==> src/rtl/ram_arbiter.sv <==
// Two-requester arbiter sharing one single-port RAM between instruction fetch and data ports.
// Optional macro RAM_ARB_RR_EN selects round-robin arbitration instead of fixed data-first priority.

package ram_arbiter_pkg;
    typedef enum logic [1:0] {
        FREE   = 2'd0,
        BUSY   = 2'd1,
        ACCESS = 2'd2,
        ERROR  = 2'd3
    } ramstate_t;
endpackage

module ram_arbiter
    import ram_arbiter_pkg::*;
#(
    parameter int unsigned ERR_LIMIT = 15
) (
    input  logic        CLK,
    input  logic        nRST,
    input  logic        iREN,
    input  logic [31:0] iaddr,
    output logic [31:0] iload,
    output logic        iwait,
    input  logic        dREN,
    input  logic        dWEN,
    input  logic [31:0] daddr,
    input  logic [31:0] dstore,
    output logic [31:0] dload,
    output logic        dwait,
    output logic        ramREN,
    output logic        ramWEN,
    output logic [31:0] ramaddr,
    output logic [31:0] ramstore,
    input  logic [31:0] ramload,
    input  ramstate_t   ramstate,
    output logic        arb_err
);

    localparam int unsigned CNT_W = 4;

    typedef enum logic [1:0] {
        IDLE   = 2'd0,
        ISERVE = 2'd1,
        DSERVE = 2'd2
    } state_t;

    state_t           r_state;
    logic [CNT_W-1:0] r_err_cnt;
`ifdef RAM_ARB_RR_EN
    logic             r_last_d;
`endif

    logic             w_dreq;
    logic             w_gnt_req;
    logic             w_done;
    logic             w_drop;
    logic             w_err_hit;
    logic [CNT_W-1:0] w_err_inc;
    state_t           w_pick;

    // Grant bookkeeping: live request of the granted port, completion, withdrawal, error limit
    always_comb begin
        w_dreq    = dREN | dWEN;
        w_gnt_req = 1'b0;
        case (r_state)
            ISERVE:  w_gnt_req = iREN;
            DSERVE:  w_gnt_req = w_dreq;
            default: w_gnt_req = 1'b0;
        endcase
        w_done    = (r_state != IDLE) && w_gnt_req && (ramstate == ACCESS);
        w_drop    = (r_state != IDLE) && !w_gnt_req;
        w_err_inc = r_err_cnt + CNT_W'(1);
        w_err_hit = (r_state != IDLE) && w_gnt_req && (ramstate == ERROR)
                    && (w_err_inc == CNT_W'(ERR_LIMIT));
    end

    // Winner selection when leaving IDLE
    always_comb begin
`ifdef RAM_ARB_RR_EN
        if (w_dreq && iREN) begin
            w_pick = r_last_d ? ISERVE : DSERVE;
        end else begin
            w_pick = w_dreq ? DSERVE : ISERVE;
        end
`else
        w_pick = w_dreq ? DSERVE : ISERVE;
`endif
    end

    // RAM request forwarding and port handshake; waits mirror requests except on completion
    always_comb begin
        ramREN   = 1'b0;
        ramWEN   = 1'b0;
        ramaddr  = 32'd0;
        ramstore = 32'd0;
        iwait    = iREN;
        dwait    = w_dreq;
        iload    = 32'd0;
        dload    = 32'd0;
        case (r_state)
            ISERVE: begin
                ramREN  = iREN;
                ramaddr = iaddr;
                if (w_done) begin
                    iwait = 1'b0;
                    iload = ramload;
                end
            end
            DSERVE: begin
                ramREN   = dREN;
                ramWEN   = dWEN;
                ramaddr  = daddr;
                ramstore = dstore;
                if (w_done) begin
                    dwait = 1'b0;
                    dload = ramload;
                end
            end
            default: begin
                ramREN = 1'b0;
            end
        endcase
    end

    // Grant FSM; every grant returns through IDLE so RAM enables drop between transactions
    always_ff @(posedge CLK or negedge nRST) begin
        if (!nRST) begin
            r_state   <= IDLE;
            r_err_cnt <= '0;
            arb_err   <= 1'b0;
`ifdef RAM_ARB_RR_EN
            r_last_d  <= 1'b0;
`endif
        end else begin
            arb_err <= 1'b0;
            case (r_state)
                IDLE: begin
                    r_err_cnt <= '0;
                    if (iREN || w_dreq) begin
                        r_state <= w_pick;
                    end
                end
                default: begin
                    if (w_drop || w_done) begin
                        r_state   <= IDLE;
                        r_err_cnt <= '0;
`ifdef RAM_ARB_RR_EN
                        if (w_done) begin
                            r_last_d <= (r_state == DSERVE);
                        end
`endif
                    end else if (ramstate == ERROR) begin
                        if (w_err_hit) begin
                            r_state   <= IDLE;
                            r_err_cnt <= '0;
                            arb_err   <= 1'b1;
                        end else begin
                            r_err_cnt <= w_err_inc;
                        end
                    end else begin
                        r_err_cnt <= '0;
                    end
                end
            endcase
        end
    end

endmodule
==> config.mk <==
export PLATFORM = sky130hd
export DESIGN_NAME = ram_arbiter
export DESIGN_NICKNAME = d
export VERILOG_FILES = /design/src/rtl/ram_arbiter.sv
export SDC_FILE = /design/constraint.sdc
export NUM_CORES = 1
export LEC_CHECK = 0
export ABC_CLOCK_PERIOD_IN_PS = 3900
export BUFFER_PORTS_ARGS = -buffer_cell sky130_fd_sc_hd__buf_2
export CAP_MARGIN = 20
export CORE_AREA = 8 8 97 99
export DETAILED_ROUTE_END_ITERATION = 7
export DIE_AREA = 0 0 105 107
export PLACE_DENSITY_LB_ADDON = 0.3
export SLEW_MARGIN = 40
export SYNTH_ARGS = -nofsm -noshare
export SYNTH_HDL_FRONTEND = slang
export SYNTH_SLANG_ARGS = --single-unit
==> constraint.sdc <==
create_clock -name CLK -period 3.9 [get_ports CLK]
set_input_delay 0 -clock CLK [delete_from_list [all_inputs] [get_ports CLK]]
set_output_delay 0 -clock CLK [all_outputs]
set_load 0.03 [all_outputs]
== After elaboration in Yosys (flattened, before gate mapping) ==
Cells that the tools add are included.

* Muxes and demuxes: 26
* Bitwise gates (word level): 1
* Equality and inequality tests: 6
* Add/subtract/negate cells: 1
* Reduce and logical (&&, ||, !) cells: 13

{| class="wikitable"
|+ Operator list
! kind !! number
|-
| $mux W32 || 4
|-
| $pmux W32 S2 || 1
|-
| $mux W4 || 4
|-
| $mux W2 || 6
|-
| $mux W1 || 9
|-
| $eq A2 B2 Y1 const B || 3
|-
| $reduce_bool A3 Y1 || 2
|-
| $logic_and A1 B1 Y1 || 5
|-
| $add A4 B1 Y4 const B || 1
|-
| $eq A4 B4 Y1 const B || 1
|-
| $pmux W1 S2 || 2
|-
| $reduce_and A3 Y1 || 1
|-
| $eq A2 B1 Y1 const B || 1
|-
| $logic_not A2 Y1 || 1
|-
| $logic_or A1 B1 Y1 || 2
|-
| $ne A2 B2 Y1 const B || 1
|-
| $reduce_bool A2 Y1 || 1
|-
| $logic_not A1 Y1 || 1
|-
| $or A1 B1 Y1 || 1
|}

* Output and inout port bits: 133
* Bits of input ports: 135
* Flip-flop bits (word level): 7
* Word-level logic and storage cells: 50

== Logic depth before layout (Yosys ltp) ==
Gate-level depths: netlist (run 1).

* Word-level depth: 9
* Gate-level depth with buffers: 8
* Gate-level depth less buffers: 6

== Worst setup path after synthesis (run 1) ==
No wires, ideal clock.

* Path kind: register to output
* Start: reg r_state[0]
* End: out ramREN
* Data arrival time: 1.717 ns
* Path slack: 2.183 ns
* Cell stages (with the launch flop): 6
* Buffers on the path: 1
* Cell sequence: dfrtp_1 > inv_1 > ha_1 > clkbuf_1 > nand2_1 > a21boi_0

* Cells in the longest elaborated chain, start to end: 2

{| class="wikitable"
|+ RTL lines
! item !! line !! source
|-
| start: declaration || 47 || <nowiki>state_t r_state;</nowiki>
|-
| start signal: assignment || 140 || <nowiki>r_state <= w_pick;</nowiki>
|-
| $eq A2 B2 Y1 or $eq A2 B1 Y1 (tied branches) || 100 || <nowiki>case (r_state)</nowiki>
|-
| $pmux W1 S2 * || 100 ||
|-
| end: declaration || 30 || <nowiki>output logic ramREN,</nowiki>
|}

Mark *: on every way between the ends. The rest lies on a longest branch, timed or not.

== Worst setup path after layout (run 1) ==
* Start: reg r_state[1]
* End: out dload[25]

* Cells in the longest elaborated chain, start to end: 6

{| class="wikitable"
|+ RTL lines
! item !! line !! source
|-
| $eq A2 B2 Y1 or $eq A2 B1 Y1 (tied branches) || 65, 100 ||
|-
| $pmux W1 S2 || 65 || <nowiki>case (r_state)</nowiki>
|-
| $logic_and A1 B1 Y1 (2 in a row) || 70 || <nowiki>w_done = (r_state != IDLE) && w_gnt_req && (ramstate == ACCESS);</nowiki>
|-
| $mux W32 || 114 || <nowiki>if (w_done) begin</nowiki>
|-
| $mux W32 * || 100 ||
|-
| end: declaration || 28 || <nowiki>output logic [31:0] dload,</nowiki>
|}

Marked as above.

==> results_dict.tcl, run 1 <==
set metrics [dict create \
    fraction_of_post_synthesis_cell_area_in_the_top_cell_type_by_area 0.240 \
    worstSkewPairLatency_ps 230 \
    synth.yosys.warnings 0 \
    report.final.slew_viol_count 0 \
    synth-seq-cells 7 \
    antenna_cells 0 \
    start_util 0.211 \
    htree_num_levels 1 \
    worst_pin_slew_ps 444 \
    finish.instance_area_sq_um 3070 \
    power_uw 1450 \
    final_antenna_net_count 0 \
    drt-total-wl_um 9080 \
    slew_headroom 0.704 \
    detailedRoute.firstPassIterationCount 4 \
    post_synth_inst_count 235 \
    first_global_vias 2597 \
    critical_path_arrival_ps 2360 \
    grt_first_pass_wirelength_um 13500 \
    worst-path-max-fanout 66 \
    wire_per_inst_um 15.4 \
    place_area_sq_um 3010 \
    port-buffer-count 267 \
    power_per_cell_area_nw_per_um2 472 \
    core.rowCount 33 \
    utilization 0.387 \
    cp_data_required_time_ps 3900 \
    hold-worst-slack_ps 101 \
    rsz0062_at_grt "no" \
    yosys.area.top_type "sky130_fd_sc_hd__and3_1" \
    post-route-drc-count 0 \
    globalRouteTotalUtil 0.141 \
    worst_setup_hold_path_clk_slew_ps 40 \
    io_pins 268 \
    setup_tns_ps 0 \
    number_of_enable_flip_flop_cells_after_synthesis 0 \
    detail_route.vias_per_cell 4.46 \
    path_category_of_the_worst_min_delay_check "primary input to flop" \
    criticalPathCategory "flop to output pin" \
    postSynthAreaPerCell_sq_um 7.10 \
    post_synth_instance_area_sq_um 1670 \
    cts_buffers 3 \
    run_status "finished, final reports clean" \
    cts_root_buf "sky130_fd_sc_hd__clkbuf_8" \
    die_x_um 105 \
    detailedPlacementHpwl_um 7630 \
    final_setup_violation_count 0 \
    fillCellCount 856 \
    setup.worst_path.end_class "output pin" \
    drv_cap 0 \
    largest_cells_by_area_after_synthesis "sky130_fd_sc_hd__and3_1 24%, sky130_fd_sc_hd__a22oi_1 14%, sky130_fd_sc_hd__and2_1 12%, sky130_fd_sc_hd__nor2b_1 12%, sky130_fd_sc_hd__dfrtp_1 10%" \
    tritoncts "built" \
    syn_to_final_growth_pct 83.7 \
    seq_area_frac_synth 0.105 \
    design.die.area_sq_um 11200 \
    worst_clock_skew_ps 3.66 \
    timing.critical_path.from_type "flop" \
    layout.cells.most_common "sky130_fd_sc_hd__buf_2" \
    synth_fp_nets 375 \
    drt_first_iter_violations 91 \
    yosys.cell_types.count 27 \
    share_of_post_route_cells_with_drive_strength_above_1 0.580 \
    die_height_um 107 \
    finish.net_count 624 \
    gp_routability_congestion 0.769 \
    async_reset_ff_frac 1.00 \
    ctsLongestPathBuffers 2 \
    synth_ff_type "sky130_fd_sc_hd__dfrtp_1" \
    fin_crit_ps 2360 \
    grt_overflow 0 \
    core_region_area_sq_um 7930 \
    layout_common_cells "267 x sky130_fd_sc_hd__buf_2, 64 x sky130_fd_sc_hd__and3_1, 33 x sky130_fd_sc_hd__nor2b_1, 33 x sky130_fd_sc_hd__and2_1, 32 x sky130_fd_sc_hd__a22oi_1" \
    clock.fmax_mhz 423 \
    antenna_found_initial 0 \
    tritoncts_num_sinks 7 \
    vias 2621 \
    power.leakage_uw 0.00207 \
    postCtsResizedCells 0 \
    ir_drop_mv 0.323 \
    largest_net_degree_at_the_start_of_global_routing 67 \
    min_period_over_period 0.606 \
    finalHoldViolations 0 \
]
state kept, by name (all words and copies together), names as in the netlist:
register,cells
r_err_cnt,4
arb_err,1
r_state,2
power breakdown:
part | switching (uW) | internal [uW]
Sequential | 6.67 | 80.2
Clock | 31.9 | 69.2
Combinational | 848 | 412
Total | 887 | 561
metal layers:
| layer | global-route usage | wire length [um] | vias up | part of all wire |
|---|---|---|---|---|
| met4 | 0.0275 | 63 | 0 | 0.0069 |
| met5 | 0 | 0 | - | 0 |
| met2 | 0.258 | 4670 | 140 | 0.51 |
| li1 | - | - | 1333 | - |
| met1 | 0.155 | 3540 | 1140 | 0.39 |
| met3 | 0.0468 | 807 | 8 | 0.089 |
kinds of logic after synthesis:
kind of cell               Yosys count  share of synthesized area
and+or+nand+nor                    146                      0.545
AOI/OAI and AO/OA                   43                      0.196
buffers and inverters               31                      0.101
DFF                                  7                      0.105
adders and majority gates            5                     0.0375
xor gates and xnor gates             3                     0.0157
metrics by stage:
| step | std cells | worst slack [ps] |
|---|---|---|
| after global placement | 583 | 1670 |
| after detailed placement | 583 | 1560 |
| after global routing | 588 | 1330 |
| final | 588 | 1540 |
| after CTS | 588 | 1300 |
| after floorplan | 235 | 2180 |
final timing paths:
kind | from | to | slack, ps | depth (start not counted)
worst max-delay path | r_state[1] | dload[25] | 1540 | 6
worst min-delay path | ramstate[0] | r_err_cnt[3] | 100 | 3
worst max register to register | r_state[1] | r_err_cnt[2] | 1900 | 6
worst min register to register | r_err_cnt[0] | r_err_cnt[0] | 500 | 1
max in group asynchronous | nRST | r_state[1] | 3620 | 2
min in group asynchronous | nRST | arb_err | 130 | 2
synth_stat cells (4+ instances only):
master / instances
sky130_fd_sc_hd__nand2_1: 4
sky130_fd_sc_hd__nor2_1: 4
sky130_fd_sc_hd__dfrtp_1: 7
sky130_fd_sc_hd__ha_1: 5
sky130_fd_sc_hd__clkbuf_1: 15
sky130_fd_sc_hd__a22oi_1: 32
sky130_fd_sc_hd__nor2b_1: 33
sky130_fd_sc_hd__inv_1: 4
sky130_fd_sc_hd__buf_6: 6
sky130_fd_sc_hd__and3_1: 64
sky130_fd_sc_hd__and2_1: 33
sky130_fd_sc_hd__buf_2: 6
timing repair:
action                                  CTS  global route
hold buffers                              1             0
endpoints found under the setup margin    0             0
hold endpoints to repair                  7             0
setup buffers                             0             0
cell type report:
cell class	instances	area, sq um	share of cell area
Timing Repair Buffer	271	1370	0.446
Clock buffer	3	41.3	0.0135
Multi-Input combinational cell	197	1330	0.434
Tap cell	105	131	0.0428
Clock inverter	1	5.00	0.00163
Sequential cell	7	175	0.0571
Inverter	4	15.0	0.00490
worst max-delay path, cell delays in order, from the launching register on:
cell and delay [ps]:
sky130_fd_sc_hd__dfrtp_1 370, sky130_fd_sc_hd__inv_1 90, sky130_fd_sc_hd__ha_2 610, sky130_fd_sc_hd__and2b_1 220, sky130_fd_sc_hd__buf_4 400, sky130_fd_sc_hd__and3_1 230, sky130_fd_sc_hd__buf_2 200
No activity file was read; power rests on OpenSTA's default activity.
==> run 2, diff against run 1 <==
--- a/config.mk
+++ b/config.mk
@@ -5,12 +5,13 @@
 export SDC_FILE = /design/constraint.sdc
 export NUM_CORES = 1
 export LEC_CHECK = 0
-export ABC_CLOCK_PERIOD_IN_PS = 3900
+export ABC_CLOCK_PERIOD_IN_PS = 2150
 export BUFFER_PORTS_ARGS = -buffer_cell sky130_fd_sc_hd__buf_2
 export CAP_MARGIN = 20
-export CORE_AREA = 8 8 97 99
+export CORE_ASPECT_RATIO = 0.5
+export CORE_MARGIN = 8
+export CORE_UTILIZATION = 26
 export DETAILED_ROUTE_END_ITERATION = 7
-export DIE_AREA = 0 0 105 107
 export PLACE_DENSITY_LB_ADDON = 0.3
 export SLEW_MARGIN = 40
 export SYNTH_ARGS = -nofsm -noshare
==> constraint.sdc (replaced) <==
create_clock -name CLK -period 2.15 [get_ports CLK]
set_input_delay 0 -clock CLK [delete_from_list [all_inputs] [get_ports CLK]]
set_output_delay 0 -clock CLK [all_outputs]
set_load 0.03 [all_outputs]
==> run 2 against run 1 <==
  * Total power up 93%
  * First-iteration DRC count up 40%
  * Routed wire length up 5.0%
  * Design area up 0.94%
  * Clock-buffer cell count up 1
  * Hold slack worse by 3.2 ps
  * Critical path depth unchanged
  * Final cell count down 2.7%
  * Utilization up 12 points
  * Clock power rose to 3.1 times the previous value
  * Die area down 16%
==> results_dict.tcl, run 2 (synthesized netlist as in run 1, its figures left out) <==
set metrics [dict create \
    run_status "finished, final reports clean" \
    io_pins 268 \
    final_antenna_net_count 0 \
    drt_first_iter_violations 127 \
    grt_overflow 0 \
    post-route-drc-count 0 \
    timing.critical_path.from_type "flop" \
    worstSkewPairLatency_ps 230 \
    worst-path-max-fanout 63 \
    wire_per_inst_um 16.7 \
    min_period_over_period 0.912 \
    ctsLongestPathBuffers 2 \
    path_category_of_the_worst_min_delay_check "primary input to flop" \
    share_of_post_route_cells_with_drive_strength_above_1 0.576 \
    cts_root_buf "sky130_fd_sc_hd__clkbuf_16" \
    tritoncts_num_sinks 7 \
    antenna_cells 0 \
    grt_first_pass_wirelength_um 13300 \
    tritoncts "built" \
    final_setup_violation_count 0 \
    fin_crit_ps 1960 \
    layout_common_cells "267 x sky130_fd_sc_hd__buf_2, 64 x sky130_fd_sc_hd__and3_1, 33 x sky130_fd_sc_hd__nor2b_1, 33 x sky130_fd_sc_hd__and2_1, 32 x sky130_fd_sc_hd__a22oi_1" \
    htree_num_levels 1 \
    topRoutingLayerUsed "met4" \
    start_util 0.272 \
    power.leakage_uw 0.00209 \
    setup_tns_ps 0 \
    clock.fmax_mhz 510 \
    count_of_hold_buffers_inserted_by_post_cts_repair 1 \
    report.final.slew_viol_count 0 \
    syn_to_final_growth_pct 85.5 \
    setup.worst_path.end_class "output pin" \
    drt-total-wl_um 9540 \
    wl_met2_um 5420 \
    detailedPlacementHpwl_um 7940 \
    power_uw 2800 \
    design.die.area_sq_um 9400 \
    postCtsResizedCells 0 \
    cts_buffers 3 \
    antenna_found_initial 0 \
    finalHoldViolations 0 \
    detailedRoute.firstPassIterationCount 4 \
    finish.net_count 625 \
    critical_path_arrival_ps 1960 \
    met1_wire_length_um 3580 \
    largest_register_ffs 4 \
    port-buffer-count 267 \
    die_x_um 129 \
    globalRouteTotalUtil 0.173 \
    place_ws_ps 437 \
    worst_pin_slew_ps 508 \
    criticalPathCategory "flop to output pin" \
    gp_routability_congestion 0.821 \
    cp_data_required_time_ps 2150 \
    registers.top_by_ff_count "r_err_cnt" \
    drv_cap 0 \
    postCtsSetupRepairBufs 0 \
    final_critical_path_setup_slack_ps 188 \
    ir_drop_mv 0.533 \
    worst_setup_hold_path_clk_slew_ps 40 \
    core.rowCount 20 \
    detail_route.vias_per_cell 4.47 \
    layout.cells.most_common "sky130_fd_sc_hd__buf_2" \
    first_global_vias 2368 \
    core_region_area_sq_um 6130 \
    worst_clock_skew_ps 0.320 \
    power_per_cell_area_nw_per_um2 905 \
    top_regs "r_err_cnt: 4 flops, r_state: 2 flops, arb_err: 1 flops" \
    rsz0062_at_grt "no" \
    largest_net_degree_at_the_start_of_global_routing 67 \
    vias 2556 \
    met3RoutedLength_um 507 \
    slew_headroom 0.661 \
    die_height_um 72.7 \
]
[run 2: changes by cell type in the layout (fill, tap and decap cells not counted), sizes merged]
cell    before  now
buf        270  271
clkbuf       3    4
clkinv       1    0
[run 2: critical path, stage by stage, from the launching register on]
cell,delay (ps)
sky130_fd_sc_hd__dfrtp_1,380
sky130_fd_sc_hd__inv_1,100
sky130_fd_sc_hd__ha_2,240
sky130_fd_sc_hd__buf_4,450
sky130_fd_sc_hd__a22oi_1,200
sky130_fd_sc_hd__nor2b_1,140
sky130_fd_sc_hd__buf_2,200
[run 2: report_power, final]
group / total [uW] / switching [uW] / leakage (uW) / internal, uW
Clock: 317 / 70.6 / 0.0000382 / 247
Combinational: 2330 / 1550 / 0.00196 / 771
Sequential: 157 / 11.1 / 0.0000955 / 146
[run 2: routing by layer]
layer  up-vias  track usage
met3         4       0.0197
met1      1136        0.188
met2        81        0.356
met4         0       0.0271
li1       1335            -
met5         -            0
[run 2: final timing paths]
path,start,end,slack [ps],cells past startpoint
max in group asynchronous,nRST,r_err_cnt[3],1860,2
worst min register to register,r_err_cnt[0],r_err_cnt[0],490,1
min in group asynchronous,nRST,arb_err,130,2
worst min-delay path,ramstate[0],arb_err,100,3
worst max-delay path,r_state[0],ramaddr[3],190,6
worst max register to register,r_state[1],r_err_cnt[3],490,6
[run 2: layout make-up]
type                    instances  area [sq um]
clock buffers                   4          78.8
inverters                       4          15.0
flip-flops and latches          7           175
well taps                      88           110
repair buffers                272          1390
fillers                       627          3040
multi-input cells             197          1330
[run 2: metrics by stage]
step	hold WS (ps)	util	std cells	cell area, sq um
after CTS	99.8	0.505	572	3100
after detailed placement	-160	0.490	567	3010
after global placement	-162	0.490	567	3010
after global routing	102	0.505	572	3100
final	98.1	0.505	572	3100
after floorplan	-296	-	235	1670
